[src/rtl/pixel_sweep_engine.sv]
// Pixel sweep generator: raster-scans a full frame or a clamped box, one beat per accepted handshake.
// Latency: command accepted at edge N, first out_valid after edge N+2; one beat per cycle while out_ready.
// Backpressure: out_* held stable while out_valid && !out_ready; cmd_ready only while idle (no queueing).
module pixel_sweep_engine #(
  parameter int FRAME_WIDTH  = 512,
  parameter int FRAME_HEIGHT = 384,
  parameter int COORD_BITS   = 16,
  parameter int ADDR_BITS    = 18,
  parameter int COLOR_WIDTH  = 16,
  parameter int COUNT_BITS   = 16
) (
  input  logic                   clk,
  input  logic                   rst,
  input  logic                   cmd_valid,
  output logic                   cmd_ready,
  input  logic                   cmd_mode,
  input  logic [COORD_BITS-1:0]  cmd_xmin,
  input  logic [COORD_BITS-1:0]  cmd_xmax,
  input  logic [COORD_BITS-1:0]  cmd_ymin,
  input  logic [COORD_BITS-1:0]  cmd_ymax,
  input  logic [COLOR_WIDTH-1:0] cmd_color,
  output logic                   out_valid,
  input  logic                   out_ready,
  output logic [COORD_BITS-1:0]  out_x,
  output logic [COORD_BITS-1:0]  out_y,
  output logic [ADDR_BITS-1:0]   out_addr,
  output logic [COLOR_WIDTH-1:0] out_color,
  output logic                   out_last,
  output logic                   busy,
  output logic [COUNT_BITS-1:0]  sweeps_done
);

  typedef enum logic [1:0] {IDLE, SETUP, SWEEP, DONE} state_t;

  localparam logic [COORD_BITS-1:0] X_LIM   = COORD_BITS'(FRAME_WIDTH - 1);
  localparam logic [COORD_BITS-1:0] Y_LIM   = COORD_BITS'(FRAME_HEIGHT - 1);
  localparam logic [ADDR_BITS-1:0]  FW_ADDR = ADDR_BITS'(FRAME_WIDTH);

  state_t state, state_nxt;

  // Raw command as accepted in IDLE
  logic                   mode_q;
  logic [COORD_BITS-1:0]  xmin_q, xmax_q, ymin_q, ymax_q;
  logic [COLOR_WIDTH-1:0] color_q;

  // Clamped sweep window, prepared in SETUP
  logic [COORD_BITS-1:0]  xlo_c, xhi_c, ylo_c, yhi_c;
  logic                   empty_c;
  logic [COORD_BITS-1:0]  xlo_q, xhi_q, ylo_q, yhi_q;
  logic [ADDR_BITS-1:0]   start_q;
  logic [ADDR_BITS-1:0]   wrap_q;
  logic                   prime_q;

  // Next-beat values
  logic                   at_xend;
  logic                   beat_fire;
  logic [COORD_BITS-1:0]  nx_x, nx_y;
  logic [ADDR_BITS-1:0]   nx_addr;
  logic                   nx_last;

  // Clamp the latched command to the frame and detect an empty window
  always_comb begin
    xlo_c = '0;
    xhi_c = X_LIM;
    ylo_c = '0;
    yhi_c = Y_LIM;
    if (mode_q) begin
      xlo_c = xmin_q;
      xhi_c = (xmax_q > X_LIM) ? X_LIM : xmax_q;
      ylo_c = ymin_q;
      yhi_c = (ymax_q > Y_LIM) ? Y_LIM : ymax_q;
    end
    empty_c = (xlo_c > xhi_c) || (ylo_c > yhi_c);
  end

  // Raster step: x fastest, address stepped incrementally (wrap delta precomputed)
  always_comb begin
    beat_fire = out_valid && out_ready;
    at_xend   = (out_x == xhi_q);
    nx_x      = at_xend ? xlo_q : out_x + COORD_BITS'(1);
    nx_y      = at_xend ? out_y + COORD_BITS'(1) : out_y;
    nx_addr   = out_addr + (at_xend ? wrap_q : ADDR_BITS'(1));
    nx_last   = (nx_x == xhi_q) && (nx_y == yhi_q);
  end

  // State register
  always_ff @(posedge clk or negedge rst) begin
    if (!rst) state <= IDLE;
    else      state <= state_nxt;
  end

  // Next-state logic and state-derived outputs
  always_comb begin
    state_nxt = state;
    cmd_ready = 1'b0;
    busy      = 1'b1;
    case (state)
      IDLE: begin
        cmd_ready = 1'b1;
        busy      = 1'b0;
        if (cmd_valid) state_nxt = SETUP;
      end
      SETUP:   state_nxt = empty_c ? DONE : SWEEP;
      SWEEP:   if (beat_fire && out_last) state_nxt = DONE;
      DONE:    state_nxt = IDLE;
      default: state_nxt = IDLE;
    endcase
  end

  // Command latch and SETUP-time window/address preparation
  always_ff @(posedge clk or negedge rst) begin
    if (!rst) begin
      mode_q  <= 1'b0;
      xmin_q  <= '0;
      xmax_q  <= '0;
      ymin_q  <= '0;
      ymax_q  <= '0;
      color_q <= '0;
      xlo_q   <= '0;
      xhi_q   <= '0;
      ylo_q   <= '0;
      yhi_q   <= '0;
      start_q <= '0;
      wrap_q  <= '0;
    end else begin
      if (state == IDLE && cmd_valid) begin
        mode_q  <= cmd_mode;
        xmin_q  <= cmd_xmin;
        xmax_q  <= cmd_xmax;
        ymin_q  <= cmd_ymin;
        ymax_q  <= cmd_ymax;
        color_q <= cmd_color;
      end
      if (state == SETUP) begin
        xlo_q   <= xlo_c;
        xhi_q   <= xhi_c;
        ylo_q   <= ylo_c;
        yhi_q   <= yhi_c;
        // The only multiply: once per sweep, off the beat path
        start_q <= ADDR_BITS'(ylo_c) * FW_ADDR + ADDR_BITS'(xlo_c);
        wrap_q  <= FW_ADDR - ADDR_BITS'(xhi_c - xlo_c);
      end
    end
  end

  // Output beat register: load first beat on SWEEP entry, advance only on handshake
  always_ff @(posedge clk or negedge rst) begin
    if (!rst) begin
      prime_q   <= 1'b0;
      out_valid <= 1'b0;
      out_x     <= '0;
      out_y     <= '0;
      out_addr  <= '0;
      out_color <= '0;
      out_last  <= 1'b0;
    end else begin
      if (state == SETUP) prime_q <= !empty_c;
      if (state == SWEEP) begin
        if (prime_q) begin
          prime_q   <= 1'b0;
          out_valid <= 1'b1;
          out_x     <= xlo_q;
          out_y     <= ylo_q;
          out_addr  <= start_q;
          out_color <= color_q;
          out_last  <= (xlo_q == xhi_q) && (ylo_q == yhi_q);
        end else if (beat_fire) begin
          if (out_last) begin
            out_valid <= 1'b0;
          end else begin
            out_x    <= nx_x;
            out_y    <= nx_y;
            out_addr <= nx_addr;
            out_last <= nx_last;
          end
        end
      end
    end
  end

  // Completed-sweep counter, bumped once per pass through DONE
  always_ff @(posedge clk or negedge rst) begin
    if (!rst)               sweeps_done <= '0;
    else if (state == DONE) sweeps_done <= sweeps_done + COUNT_BITS'(1);
  end

endmodule

[config.mk]
export PLATFORM = sky130hd
export DESIGN_NAME = pixel_sweep_engine
export DESIGN_NICKNAME = d
export VERILOG_FILES = /design/src/rtl/pixel_sweep_engine.sv
export SDC_FILE = /design/constraint.sdc
export NUM_CORES = 1
export LEC_CHECK = 0
export CELL_PAD_IN_SITES_DETAIL_PLACEMENT = 1
export CELL_PAD_IN_SITES_GLOBAL_PLACEMENT = 1
export CORE_MARGIN = 2
export CORE_UTILIZATION = 46
export CTS_BUF_LIST = sky130_fd_sc_hd__clkbuf_2 sky130_fd_sc_hd__clkbuf_4 sky130_fd_sc_hd__clkbuf_8
export CTS_CLUSTER_SIZE = 24
export DETAILED_ROUTE_END_ITERATION = 10
export GPL_TIMING_DRIVEN = 1
export PLACE_DENSITY = 0.9
export REMOVE_ABC_BUFFERS = 1
export SYNTH_ARGS = -nofsm -noshare
export SYNTH_HDL_FRONTEND = slang
export SYNTH_SLANG_ARGS = --single-unit
[constraint.sdc]
create_clock -name clk -period 4.7 [get_ports clk]
set_clock_uncertainty 0.05 [all_clocks]
set_input_delay 0.94 -clock clk [delete_from_list [all_inputs] [get_ports clk]]
set_output_delay 0.94 -clock clk [all_outputs]
set_load 0.1 [all_outputs]
==> impl_metrics.toml, run 1 <==
[die]
rows = 66
pin_count = 171
die_x_um = 184
core_area_sq_mm = 0.0323
dieArea_sq_mm = 0.0340
start_util_pct = 46.3
die_h_um = 184

[run_status]
status = "completed"

[route]
drt-initial-drc-count = 1071
first_pass_iters = 5
vias = 13100
avgViaCountPerCell = 5.99
detail-route-antenna-nets = 0
wl_per_cell_um = 23.2
post-route-drc-count = 0
wirelength_um = 50500

[clock_network]
clkSlewWorstSetupHoldPaths_ns = 0.06
cts_made_buffers = 46
insertion_delay_ns = 0.59
htreeDepth = 2
clock-sinks = 259
postCtsSetupBuffers = 0
cts_tree = "yes"
cts_hold_buffers = 0
cts.repair.resized = 0
clockRootBuffer = "clkbuf_8"
clockBufferDepth = 3

[worst_hold_path]
hold_path.class = "input pin to asynchronous set/reset pin"

[worst_setup_path]
cp_common_cell = "a21oi_1"
crit_type = "flip-flop to flip-flop"
crit_chain = "xor2_1 -> nor4_1 -> and4_2 -> nand2_1 -> inv_1 -> ha_1 -> a21oi_1 -> o211ai_1 -> o211ai_1 -> o21ai_0 -> a21oi_1 -> nor2_1 -> a211oi_1 -> mux2i_1 -> a21oi_1"
arrival_ns = 4.88
cp-end-kind = "flip-flop"
slowest_stage = "nor4_1"
cp_max_fo = 11
critPathMaxStageDelay_ns = 0.48
start_kind = "flip-flop"
required_ns = 5.11
critical-path-top-delay-family = "compound AO/OA/AOI/OAI gates"
r2r_slack_ns = 0.23
worst-path-buf-inv = 1

[yosys]
synth-main-ff-cell = "dfrtp_1"
synth_edf_count = 0
synthCells = 1531
ys_async_sr_fraction_pct = 100
yosysWarningCount = 0
synth_most_common_cell = "dfrtp_1"
yosysSeqAreaShare_pct = 43.4
synth-seq-cells = 259
synth.top_cells.by_count = "dfrtp_1 (259), nand2_1 (156), mux2_2 (126), a21oi_1 (101)"
yosysTopAreaCell = "dfrtp_1"
ys_types = 71
synthesis.area_sq_mm = 0.0149
synth_top_area_share_pct = 43.4
synth_top_cells_by_area = "dfrtp_1 (43%), mux2_2 (9.5%), xnor2_1 (5.5%)"
syn_area_per_cell_sq_um = 9.76

[pwr]
internal-power_uw = 6910
vdd_drop_max_uv = 475
switching_share_pct = 50.7
total_power_uw = 14000
sequentialPowerShare_pct = 29.3
power_leakage_uw = 0.00786
p_clk_share_pct = 16.3
pwr-share-comb_pct = 54.5
switchingPower_uw = 7120
p_per_area_mw_per_mm2 = 771

[placed_design]
gp_congestion = 0.909
dpl_cell_area_sq_mm = 0.0172
hpwl_um = 35000
port_buffers = 170

[global_route]
antenna_found_initial = 1
overflow = 0
grtUsageTotal_pct = 29.8
grt_pass1_vias = 13900
grt_pass1_wl_um = 78400
grt_max_degree = 105

[cells_and_area]
nFillCells = 3580
diodes = 0
area_growth_pct = 21.8
layout-drive-gt1-share_pct = 14.7
nets = 1865
fin_area_sq_mm = 0.0182

[sta]
finalSetupViolCount = 0
finalCritPeriodShare_pct = 95.2
slew_headroom_pct = 26.2
rsz0062_at_grt = "false"
worst_pin_slew_ns = 1.10
max_freq_ghz = 0.224
slew_viol_final = 0
hold_violations = 0
setup-tns-final_ns = 0
min_period_ns = 4.47

[flow_run]
drv_cap = 0
==> through the flow <==
stage / setup WS (ns) / utilization, % / cells / hold WS, ns
after global placement: 0.615 / 53.4 / 2106 / 0.392
after CTS: 0.198 / 56.4 / 2182 / 0.402
after detailed placement: 0.379 / 53.4 / 2106 / 0.408
after global routing: 0.0684 / 56.4 / 2182 / 0.420
final: 0.227 / 56.4 / 2182 / 0.346
after floorplan: 0.0249 / - / 1474 / 0.383
==> path summary, 6_finish.rpt <==
path                                 start              end  cells past startpoint
setup / recovery                 xhi_q[15]     out_addr[17]                     15
max in group asynchronous              rst     out_addr[14]                      2
hold reg to reg            sweeps_done[15]  sweeps_done[15]                      1
setup reg to reg                 xhi_q[15]     out_addr[17]                     15
hold / removal                         rst   sweeps_done[0]                      1
min in group clk           sweeps_done[15]  sweeps_done[15]                      1
==> cells by family (layout without fill, tap and decap cells) <==
kind of cell / count (synthesis) / after routing / synth area share (%)
xor+xnor: 149 / 149 / 8.91
simple gates: 490 / 490 / 16.2
mux: 145 / 145 / 10.8
compound gates: 289 / 289 / 11.5
flops: 259 / 259 / 43.4
fa+ha+maj: 68 / 68 / 5.84
buf+inv: 129 / 326 / 3.31
other cells: 2 / 14 / 0.0502
==> metal layers <==
metal	wire length, um	track usage (%)
met2	24300	49.2
met5	0	0
met3	3380	5.61
met4	2380	14.9
met1	20500	37.5
==> final cells by class <==
type | instances | area [sq um] | share of cell area, %
inverters | 60 | 225 | 1.24
repair buffers | 190 | 1920 | 10.5
flip-flops and latches | 259 | 6480 | 35.6
clock inverters | 4 | 68.8 | 0.378
clock buffers | 72 | 903 | 4.96
well taps | 442 | 553 | 3.04
multi-input cells | 1155 | 8060 | 44.2
==> sequential cells by signal, summed over array words and instances, names as in the netlist, 9 cells and up <==
name	flops
yhi_q	16
out_addr	18
out_x	16
ymax_q	16
out_color	16
color_q	16
sweeps_done	16
xlo_q	16
wrap_q	18
start_q	9
xhi_q	16
ylo_q	16
xmin_q	16
xmax_q	16
ymin_q	16
out_y	16
==> power by group through the flow <==
stage / clock, uW / sequential, uW / combinational, uW
6_report: 2280 / 4110 / 7650
5_1_grt: 2400 / 4190 / 8090
4_1_cts: 2300 / 4070 / 7590
3_5_place_dp: 0 / 4080 / 7460
3_3_place_gp: 0 / 4000 / 7140
2_1_floorplan: 0 / 5750 / 3480
==> cells in the final DEF (no fill, tap or decap), drive strengths merged, types with 4 or more instances in the layout <==
master	netlist	final
dfrtp	259	259
clkdlybuf4s50	0	169
nand2	156	156
mux2	127	127
a21oi	101	101
nor2	94	94
xnor2	94	94
o21ai	81	81
clkbuf	62	72
ha	65	65
inv	59	62
xor2	55	55
nand3	51	51
and2	35	35
nor3	27	27
nand4	26	26
nor2b	23	23
buf	7	21
o22ai	19	19
mux2i	18	18
nor4	18	18
a21o	15	15
or2	15	15
and3	14	14
conb	2	14
a31oi	12	12
o21a	9	9
or3	9	9
a22oi	7	7
o21bai	6	6
and4	5	5
o31ai	5	5
o2111ai	4	4
o211ai	4	4
nand2b	4	4
Note: power is estimated with default switching activity, not from simulation.
==> run 2: changes to the inputs <==
- PLACE_DENSITY: 0.9 -> 0.82
==> run 2 against run 1 <==
Net effect:
- combinational power shrank 2%
- setup slack improved by 0.028 ns
- total power down 1.1%
- via count decreased by 4.9%
- global-route usage fell by 2.2 points
- register-to-register slack gained 0.03 ns
- clock-buffer cell count grew 2
- largest cell class unchanged
==> impl_metrics.toml, run 2 (synthesized netlist as in run 1, its figures left out) <==
[run_status]
status = "completed"

[die]
start_util_pct = 46.3
rows = 66
die_x_um = 184
pin_count = 171
core_area_sq_mm = 0.0323
die_h_um = 184
dieArea_sq_mm = 0.0340

[clock_network]
postCtsSetupBuffers = 0
clockBufferDepth = 3
clockRootBuffer = "clkbuf_8"
cts.repair.resized = 0
clkSlewWorstSetupHoldPaths_ns = 0.06
insertion_delay_ns = 0.60
cts_tree = "yes"
clock-sinks = 259
htreeDepth = 2
cts_made_buffers = 48
cts_hold_buffers = 0

[route]
wl_per_cell_um = 21.0
vias = 12400
avgViaCountPerCell = 5.66
detail-route-antenna-nets = 0
first_pass_iters = 5
drt-initial-drc-count = 718
wirelength_um = 46100
post-route-drc-count = 0

[global_route]
overflow = 0
grt_max_degree = 106
busiest_layer = "met2"
met3_usage_pct = 5.85
grt_pass1_vias = 13300
use_met2_pct = 45.2
met1_usage_pct = 36.0
grt_pass1_wl_um = 73000
antenna_found_initial = 0
grtUsageTotal_pct = 27.6

[sta]
slew_headroom_pct = 27.9
hold_violations = 0
max_freq_ghz = 0.225
worst_pin_slew_ns = 1.08
rsz0062_at_grt = "false"
hold_slack_ns = 0.334
min_period_ns = 4.45
finalCritPeriodShare_pct = 94.6
finalSetupViolCount = 0
slew_viol_final = 0
setup-tns-final_ns = 0

[worst_setup_path]
start_kind = "flip-flop"
reg2reg_from = "xhi_q[15]"
rr_worst_depth = 16
crit_type = "flip-flop to flip-flop"
arrival_ns = 4.90
cp_max_fo = 12
r2r_slack_ns = 0.25
required_ns = 5.15
cp-end-kind = "flip-flop"
regToRegEndpoint = "out_addr[14]"

[pwr]
vdd_drop_max_uv = 429
total_power_uw = 13900
power_leakage_uw = 0.00792
p_per_area_mw_per_mm2 = 759

[cells_and_area]
area_growth_pct = 22.3
final_common_cell = "dfrtp_1"
layout-drive-gt1-share_pct = 15.5
final_cell_mix = "dfrtp_1 (259), clkdlybuf4s50_1 (169), nand2_1 (155), mux2_2 (126), a21oi_1 (101)"
diodes = 0
reg.largest.list = "out_addr: 18 flops, wrap_q: 18 flops"
nets = 1871

[placed_design]
gp_congestion = 0.927
port_buffers = 170
hpwl_um = 33900

[worst_hold_path]
hold_path.class = "input pin to asynchronous set/reset pin"

[flow_run]
drv_cap = 0
## run 2: through the flow
step	cell area, sq um	instances	setup WS, ns	utilization [%]
after floorplan	14700	1474	0.0249	-
after global placement	17200	2110	0.515	53.3
after detailed placement	17200	2110	0.305	53.3
after CTS	18300	2198	0.250	56.6
after global routing	18300	2198	0.0377	56.6
final	18300	2198	0.254	56.6
## run 2: how the worst max path moves through the flow
stage               start      endpoint  depth (start not counted)
5_1_grt        xmax_q[12]    wrap_q[15]                         14
6_report        xhi_q[15]  out_addr[14]                         16
2_1_floorplan    out_x[4]  out_addr[14]                         14
3_3_place_gp    xhi_q[15]  out_addr[14]                         16
3_5_place_dp    xhi_q[15]  out_addr[14]                         16
4_1_cts         xhi_q[15]  out_addr[14]                         16
## run 2: power breakdown
group | internal, uW | switching [uW] | total [uW] | leakage, uW
Clock | 1340 | 1000 | 2350 | 0.000561
Combinational | 2520 | 4960 | 7480 | 0.00419
Sequential | 3110 | 947 | 4060 | 0.00317
Total | 6970 | 6920 | 13900 | 0.00792
## run 2: final cells by class
cell class	count	area [sq um]
clock buffer	74	943
clock inverter	14	110
fill	3565	14000
inverter	60	225
multi-input combinational	1155	8060
sequential	259	6480
tap	442	553
timing repair buffer	194	1910
## run 2: critical path: stages, from the launching register on
cell      delay, ns
dfrtp_1        0.44
xor2_1         0.21
nor4_1         0.56
and4_2         0.51
nand2_1        0.11
ha_1           0.20
inv_1          0.07
fa_1           0.18
nor2b_1        0.06
o21ai_0        0.22
a21boi_0       0.15
o21ai_0        0.28
a21oi_1        0.19
a311o_1        0.40
nand3_1        0.08
or3b_2         0.43
a31oi_1        0.20
## run 2: layer usage
layer  part of all wire [%]  vias up
li1                       -     5733
met1                     44     6263
met2                     47      348
met3                    5.9       94
met4                    3.5        0
met5                      0        -
